[src/rtl/ps2_pkg.sv]
// Shared PS/2 scan-code constants, decoder state encoding and default key table.
package ps2_pkg;

    localparam logic [7:0] BREAK_CODE = 8'hF0;
    localparam logic [7:0] EXT_CODE   = 8'hE0;

    // Set-2 make codes for the default table (slot 0 .. slot 3)
    localparam logic [7:0] CODE_A = 8'h1C;
    localparam logic [7:0] CODE_B = 8'h32;
    localparam logic [7:0] CODE_C = 8'h21;
    localparam logic [7:0] CODE_D = 8'h23;

    localparam logic [31:0] DEFAULT_KEY_CODES = {CODE_D, CODE_C, CODE_B, CODE_A};

    typedef enum logic [1:0] {
        ST_IDLE    = 2'd0,
        ST_BRK     = 2'd1,
        ST_EXT     = 2'd2,
        ST_EXT_BRK = 2'd3
    } ps2_state_t;

    // Prefix bytes are protocol framing and can never select a key slot.
    function automatic logic is_prefix(input logic [7:0] code);
        return (code == BREAK_CODE) || (code == EXT_CODE);
    endfunction

endpackage

[src/rtl/ps2_key_indicator_if.sv]
// Byte input from the PS/2 receiver and the indicator/event outputs.
interface ps2_key_indicator_if #(
    parameter int unsigned NUM_KEYS = 4
);
    logic [7:0]          scan_code;
    logic                scan_code_ready;
    logic [NUM_KEYS-1:0] led;
    logic                key_event;
    logic [3:0]          key_index;
    logic                key_release;
    logic                unknown_code;

    // Byte source / event consumer side
    modport master (
        output scan_code, scan_code_ready,
        input  led, key_event, key_index, key_release, unknown_code
    );

    // Indicator block side
    modport slave (
        input  scan_code, scan_code_ready,
        output led, key_event, key_index, key_release, unknown_code
    );
endinterface

[src/rtl/ps2_code_match.sv]
// Combinational lookup of a scan code in the packed make-code table.
// Lowest matching slot wins; prefix bytes never match.
module ps2_code_match
    import ps2_pkg::*;
#(
    parameter int unsigned            NUM_KEYS  = 4,
    parameter logic [NUM_KEYS*8-1:0]  KEY_CODES = DEFAULT_KEY_CODES
) (
    input  logic [7:0] code,
    output logic       hit,
    output logic [3:0] index
);

    logic [NUM_KEYS-1:0] match;

    // Compare the byte against every slot in parallel
    always_comb begin
        match = '0;
        for (int unsigned i = 0; i < NUM_KEYS; i++) begin
            match[i] = (code == KEY_CODES[8*i +: 8]) && !is_prefix(code);
        end
    end

    // Priority-encode the match vector, lowest slot first
    always_comb begin
        hit   = 1'b0;
        index = '0;
        for (int unsigned i = 0; i < NUM_KEYS; i++) begin
            if (!hit && match[i]) begin
                hit   = 1'b1;
                index = 4'(i);
            end
        end
    end

endmodule

[src/rtl/ps2_key_indicator.sv]
// PS/2 key indicator: decodes make/break/extended byte sequences, tracks
// which table keys are held and drives one LED per slot plus event pulses.
module ps2_key_indicator
    import ps2_pkg::*;
#(
    parameter int unsigned            NUM_KEYS       = 4,
    parameter logic [NUM_KEYS*8-1:0]  KEY_CODES      = DEFAULT_KEY_CODES,
    parameter int unsigned            TOGGLE_MODE    = 0,
    parameter int unsigned            PREFIX_TIMEOUT = 1_000_000
) (
    input  logic               clk,
    input  logic               reset,
    ps2_key_indicator_if.slave bus
);

    localparam int unsigned          CNT_W        = $clog2(PREFIX_TIMEOUT + 1);
    localparam logic [CNT_W-1:0]     TIMEOUT_LAST = CNT_W'(PREFIX_TIMEOUT - 1);

    ps2_state_t          state, state_nxt;
    logic [CNT_W-1:0]    idle_cnt, idle_cnt_nxt;
    logic                byte_make, byte_break;

    logic                hit;
    logic [3:0]          hit_index;
    logic [NUM_KEYS-1:0] hit_oh;
    logic                held_hit;

    logic [NUM_KEYS-1:0] held, held_nxt;
    logic [NUM_KEYS-1:0] led_q, led_nxt;
    logic                key_event_q, key_event_nxt;
    logic [3:0]          key_index_q, key_index_nxt;
    logic                key_release_q, key_release_nxt;
    logic                unknown_q, unknown_nxt;

    ps2_code_match #(
        .NUM_KEYS  (NUM_KEYS),
        .KEY_CODES (KEY_CODES)
    ) u_match (
        .code  (bus.scan_code),
        .hit   (hit),
        .index (hit_index)
    );

    // Expand the matched slot to a one-hot mask for held/led updates
    always_comb begin
        hit_oh = '0;
        for (int unsigned i = 0; i < NUM_KEYS; i++) begin
            hit_oh[i] = hit && (hit_index == 4'(i));
        end
    end

    assign held_hit = |(held & hit_oh);

    // Next-state, prefix timeout and byte classification
    always_comb begin
        state_nxt    = state;
        idle_cnt_nxt = idle_cnt;
        byte_make    = 1'b0;
        byte_break   = 1'b0;

        if (bus.scan_code_ready) begin
            // A strobe always wins over a coinciding timeout.
            idle_cnt_nxt = '0;
            case (state)
                ST_IDLE: begin
                    if (bus.scan_code == BREAK_CODE) begin
                        state_nxt = ST_BRK;
                    end else if (bus.scan_code == EXT_CODE) begin
                        state_nxt = ST_EXT;
                    end else begin
                        byte_make = 1'b1;
                    end
                end
                ST_BRK: begin
                    state_nxt  = ST_IDLE;
                    byte_break = 1'b1;
                end
                ST_EXT: begin
                    state_nxt = (bus.scan_code == BREAK_CODE) ? ST_EXT_BRK : ST_IDLE;
                end
                default: begin
                    state_nxt = ST_IDLE;
                end
            endcase
        end else if (state != ST_IDLE) begin
            if (idle_cnt == TIMEOUT_LAST) begin
                state_nxt    = ST_IDLE;
                idle_cnt_nxt = '0;
            end else begin
                idle_cnt_nxt = idle_cnt + 1'b1;
            end
        end else begin
            idle_cnt_nxt = '0;
        end
    end

    // Held-key tracking, LED update and event outputs
    always_comb begin
        held_nxt        = held;
        led_nxt         = led_q;
        key_event_nxt   = 1'b0;
        key_index_nxt   = key_index_q;
        key_release_nxt = key_release_q;
        unknown_nxt     = 1'b0;

        if (byte_make) begin
            if (!hit) begin
                unknown_nxt = 1'b1;
            end else if (!held_hit) begin
                held_nxt        = held | hit_oh;
                key_event_nxt   = 1'b1;
                key_index_nxt   = hit_index;
                key_release_nxt = 1'b0;
                if (TOGGLE_MODE != 0) begin
                    led_nxt = led_q ^ hit_oh;
                end
            end
        end else if (byte_break && held_hit) begin
            held_nxt        = held & ~hit_oh;
            key_event_nxt   = 1'b1;
            key_index_nxt   = hit_index;
            key_release_nxt = 1'b1;
        end

        if (TOGGLE_MODE == 0) begin
            led_nxt = held_nxt;
        end
    end

    // Decoder state and prefix idle counter
    always_ff @(posedge clk or negedge reset) begin
        if (!reset) begin
            state    <= ST_IDLE;
            idle_cnt <= '0;
        end else begin
            state    <= state_nxt;
            idle_cnt <= idle_cnt_nxt;
        end
    end

    // Registered key state and outputs
    always_ff @(posedge clk or negedge reset) begin
        if (!reset) begin
            held          <= '0;
            led_q         <= '0;
            key_event_q   <= 1'b0;
            key_index_q   <= '0;
            key_release_q <= 1'b0;
            unknown_q     <= 1'b0;
        end else begin
            held          <= held_nxt;
            led_q         <= led_nxt;
            key_event_q   <= key_event_nxt;
            key_index_q   <= key_index_nxt;
            key_release_q <= key_release_nxt;
            unknown_q     <= unknown_nxt;
        end
    end

    assign bus.led          = led_q;
    assign bus.key_event    = key_event_q;
    assign bus.key_index    = key_index_q;
    assign bus.key_release  = key_release_q;
    assign bus.unknown_code = unknown_q;

endmodule

[src/flat_wrapper.sv]
// flat-port wrapper written by rule: the top's interface ports become plain ports
module ps2_key_indicator_flat import ps2_pkg::*;
#(
    parameter int unsigned            NUM_KEYS       = 4,
    parameter logic [NUM_KEYS*8-1:0]  KEY_CODES      = DEFAULT_KEY_CODES,
    parameter int unsigned            TOGGLE_MODE    = 0,
    parameter int unsigned            PREFIX_TIMEOUT = 1_000_000
)
  (clk, reset, bus_scan_code, bus_scan_code_ready, bus_led, bus_key_event, bus_key_index, bus_key_release, bus_unknown_code);
  ps2_key_indicator_if #(.NUM_KEYS(NUM_KEYS)) bus_i ();
  input  logic clk;
  input  logic reset;
  input wire logic [$bits(bus_i.scan_code)-1:0] bus_scan_code;
  input wire logic [$bits(bus_i.scan_code_ready)-1:0] bus_scan_code_ready;
  output wire logic [$bits(bus_i.led)-1:0] bus_led;
  output wire logic [$bits(bus_i.key_event)-1:0] bus_key_event;
  output wire logic [$bits(bus_i.key_index)-1:0] bus_key_index;
  output wire logic [$bits(bus_i.key_release)-1:0] bus_key_release;
  output wire logic [$bits(bus_i.unknown_code)-1:0] bus_unknown_code;
  assign bus_i.scan_code = bus_scan_code;
  assign bus_i.scan_code_ready = bus_scan_code_ready;
  assign bus_led = bus_i.led;
  assign bus_key_event = bus_i.key_event;
  assign bus_key_index = bus_i.key_index;
  assign bus_key_release = bus_i.key_release;
  assign bus_unknown_code = bus_i.unknown_code;
  ps2_key_indicator #(.NUM_KEYS(NUM_KEYS), .KEY_CODES(KEY_CODES), .TOGGLE_MODE(TOGGLE_MODE), .PREFIX_TIMEOUT(PREFIX_TIMEOUT)) u_core (.clk(clk), .reset(reset), .bus(bus_i));
endmodule
[config.mk]
export PLATFORM = sky130hd
export DESIGN_NAME = ps2_key_indicator_flat
export DESIGN_NICKNAME = d
export VERILOG_FILES = /design/src/rtl/ps2_pkg.sv /design/src/rtl/ps2_key_indicator_if.sv /design/src/rtl/ps2_code_match.sv /design/src/rtl/ps2_key_indicator.sv /design/src/flat_wrapper.sv
export SDC_FILE = /design/constraint.sdc
export NUM_CORES = 1
export LEC_CHECK = 0
export CAP_MARGIN = 20
export CORE_MARGIN = 1
export CORE_UTILIZATION = 49
export CTS_BUF_LIST = sky130_fd_sc_hd__clkbuf_4 sky130_fd_sc_hd__clkbuf_8 sky130_fd_sc_hd__clkbuf_16
export CTS_CLUSTER_SIZE = 8
export DETAILED_ROUTE_END_ITERATION = 6
export PLACE_DENSITY = 0.75
export SYNTH_ARGS = -nofsm -noshare
export SYNTH_HDL_FRONTEND = slang
export SYNTH_SLANG_ARGS = --single-unit
[constraint.sdc]
create_clock -name clk -period 1.5 [get_ports clk]
set_input_delay 0.45 -clock clk [delete_from_list [all_inputs] [get_ports clk]]
set_output_delay 0.45 -clock clk [all_outputs]
set_load 0.1 [all_outputs]
==> results.md <==
- Largest cells by area after synthesis: sky130_fd_sc_hd__dfrtp_1, sky130_fd_sc_hd__nor2_1, sky130_fd_sc_hd__xor2_1
- Violations in the final reports: setup timing
- Highest attainable clock frequency: 548 MHz
- Initial detailed-routing violation count: 114
- Signed area change from the synthesized netlist to the final layout: 63.0%
- Cell-by-cell listing of the critical path: and4b_1 -> o211a_1 -> a21oi_4 -> a31o_4 -> mux2_4
- Cts bufs inserted: 5
- Sequential fraction of the synthesis area: 0.456
- Setup repair after global routing missed its margin: yes
- Clock skew: 9.51 ps
- Share of layout cells above drive strength 1: 0.488
- Worst Reg2Reg Path Length in Cells: 5
- Max Cap Viol: 0
- Cell variety after synth: 48
- Endpoint class of the critical path: flip-flop
- Routed via count: 1753
- TritonCTS clock tree: done
- Main synth FF type: sky130_fd_sc_hd__dfrtp_1
- TritonRoute pass-1 iters: 4
- Worst endpoint data arrival time: 2050 ps
- Clock root buffer master: sky130_fd_sc_hd__clkbuf_4
- Top-Level Pins: 22
- Synthesized cell area: 1700 µm²
- Worst EP required: 1730 ps
- Detail Route Antenna Nets: 0
- Final weighted congestion in routability-driven placement: 0.928
- Detailed placement HPWL: 3.29 mm
- Minimum clock period: 1820 ps
- Peak fanout along the critical path: 4
- Clock sink total: 31
- Cell accounting for the most synthesized area: sky130_fd_sc_hd__dfrtp_1
- Tot GR Track Use: 0.313
- Number of placed instances, taps included: 281
- Clock latency reported for the late side of the worst-skew pair: 330 ps
- Final std cells w/o fill: 300
- Die Outline Area: 3710 µm²
- Die Span X: 61.0 µm
- Final Hold Vio Count: 0
- Worst-case vdd ir drop: 428 µV
- Wire length of the first global-routing pass: 8.24 mm
- Die Span Y: 61.0 µm
- Final #Nets: 266
- Delay of the slowest cell on the worst path: 490 ps
- Yosys Warn Count: 0
- Setup WS post-layout: -324 ps
- Asr flop ratio synth: 1.00
- Number of placement rows: 21
- Worst min path class: in -> async
- Average instance area after synthesis: 10.1 µm²
- Antenna violations before repair: 0
- Number of synthesized flops with an enable pin: 0
- Post-layout utilization of the core: 0.832
- Maximum level of the CTS H-tree: 2
- # port buffers: 19
- Startpoint-to-endpoint class of the critical path: reg -> reg
- Clock tree buffer depth: 2
- Commonest non-fill, non-tap cell in the layout: sky130_fd_sc_hd__buf_4
- Final setup TNS: -8110 ps
- Final setup fails: 33
- Static leakage: 0.00126 µW
- Remaining global-route overflow: 0
- Post-synthesis register bit count: 31
- Power per cell area: 605 nW/µm²
- Pin count of the biggest net entering global routing: 32
- Post-CTS Hold Fix Bufs: 0
- Commonest non-fill, non-tap cells in the layout: sky130_fd_sc_hd__buf_4, sky130_fd_sc_hd__dfrtp_1, sky130_fd_sc_hd__nor2_1, sky130_fd_sc_hd__xor2_1, sky130_fd_sc_hd__buf_12
- Aggregate routed wire length: 5.99 mm
- Average vias per placed instance: 5.84
- Area share of the largest cell type after synthesis: 0.456
- Starting density of the core: 0.510
- Routed wire length per instance: 20.0 µm
- Max-slew violation total from the final report: 0
- Startpoint types: flip-flop
- Synthesized instance count: 168
- Placeable core region: 3340 µm²
- Outcome: finished, violations left
- Number of antenna diodes: 0
- Post-route DRC: 0
- CP max stage cell: sky130_fd_sc_hd__dfrtp_4
- Clock transition at the registers of the reported paths: 110 ps
- Vias in the first global route: 1739
- Period utilisation layout: 1.22
==> routing by layer <==
layer  track usage  part of all wire
met2         0.549              0.52
met3        0.0597             0.061
met1         0.370              0.38
met5             0                 0
met4         0.143             0.034
==> cells in the mapped netlist, drive strengths merged, types with 3 or more instances <==
library cell and number:
dfrtp 31, nor2 28, nand2 11, xor2 11, nand3 9, nand4 8
xnor2 8, buf 5, o21ai 4, a21oi 3, and3 3, and4 3
nand3b 3, nor3 3, o31ai 3
==> where the power goes <==
part	internal (µW)	switching (µW)	total (µW)
Sequential	845	16.5	861
Combinational	114	185	299
Clock	217	303	520
==> metrics by stage <==
step / hold WS, ps / setup slack, ps / cell area [µm²] / power, µW
after floorplan: 154 / -353 / 1720 / 1000
final: 462 / -324 / 2780 / 1680
after CTS: 465 / -274 / 2680 / 1650
after detailed placement: 545 / -936 / 2430 / 1140
after global routing: 468 / -360 / 2780 / 1730
after global placement: 532 / -767 / 2430 / 1140
==> critical path: cells and delay by family, from the launching register on <==
kind	cells	cell delay, ps
AO/OA/AOI/OAI	3	720
flip-flops	1	490
multiplexers	1	300
AND/OR/NAND/NOR	1	210
==> timing repair <==
| item | in CTS | in global routing |
|---|---|---|
| gates resized for setup | 57 | 14 |
| gates cloned | 1 | 0 |
| setup endpoints to repair | 34 | 33 |
| buffers inserted | 6 | 7 |
| pin swaps | 13 | 9 |
==> layout make-up <==
cell class	instances	area, µm²
inverter	2	7.51
clock inverter	1	5.00
fill	188	561
sequential	31	786
multi-input combinational	131	1070
timing repair buffer	83	800
tap	46	57.6
clock buffer	6	51.3
==> kinds of logic after synthesis <==
kind of cell    after synthesis  share of synthesized area
simple gates                 86                      0.304
flops                        31                      0.456
compound gates               22                     0.0992
xor+xnor                     19                     0.0977
buf+inv                       7                     0.0250
fa+ha+maj                     1                    0.00735
other cells                   1                    0.00220
mux                           1                    0.00881
==> worst paths after layout <==
check | from | end | slack [ps]
min in group clk | bus_scan_code[1] | flip-flop | 520
max in group asynchronous | reset | asynchronous set/reset pin | 840
worst min register to register | u_core.idle_cnt[0]$_DFF_PN0_ | u_core.idle_cnt[0]$_DFF_PN0_ | 560
worst min-delay path | reset | u_core.idle_cnt[16]$_DFF_PN0_ | 460
worst max register to register | flip-flop | u_core.bus.key_index[0]$_DFFE_PN0P_ | -320
worst max-delay path | flip-flop | u_core.bus.key_index[0]$_DFFE_PN0P_ | -320
No activity file was read; power rests on OpenSTA's default activity.
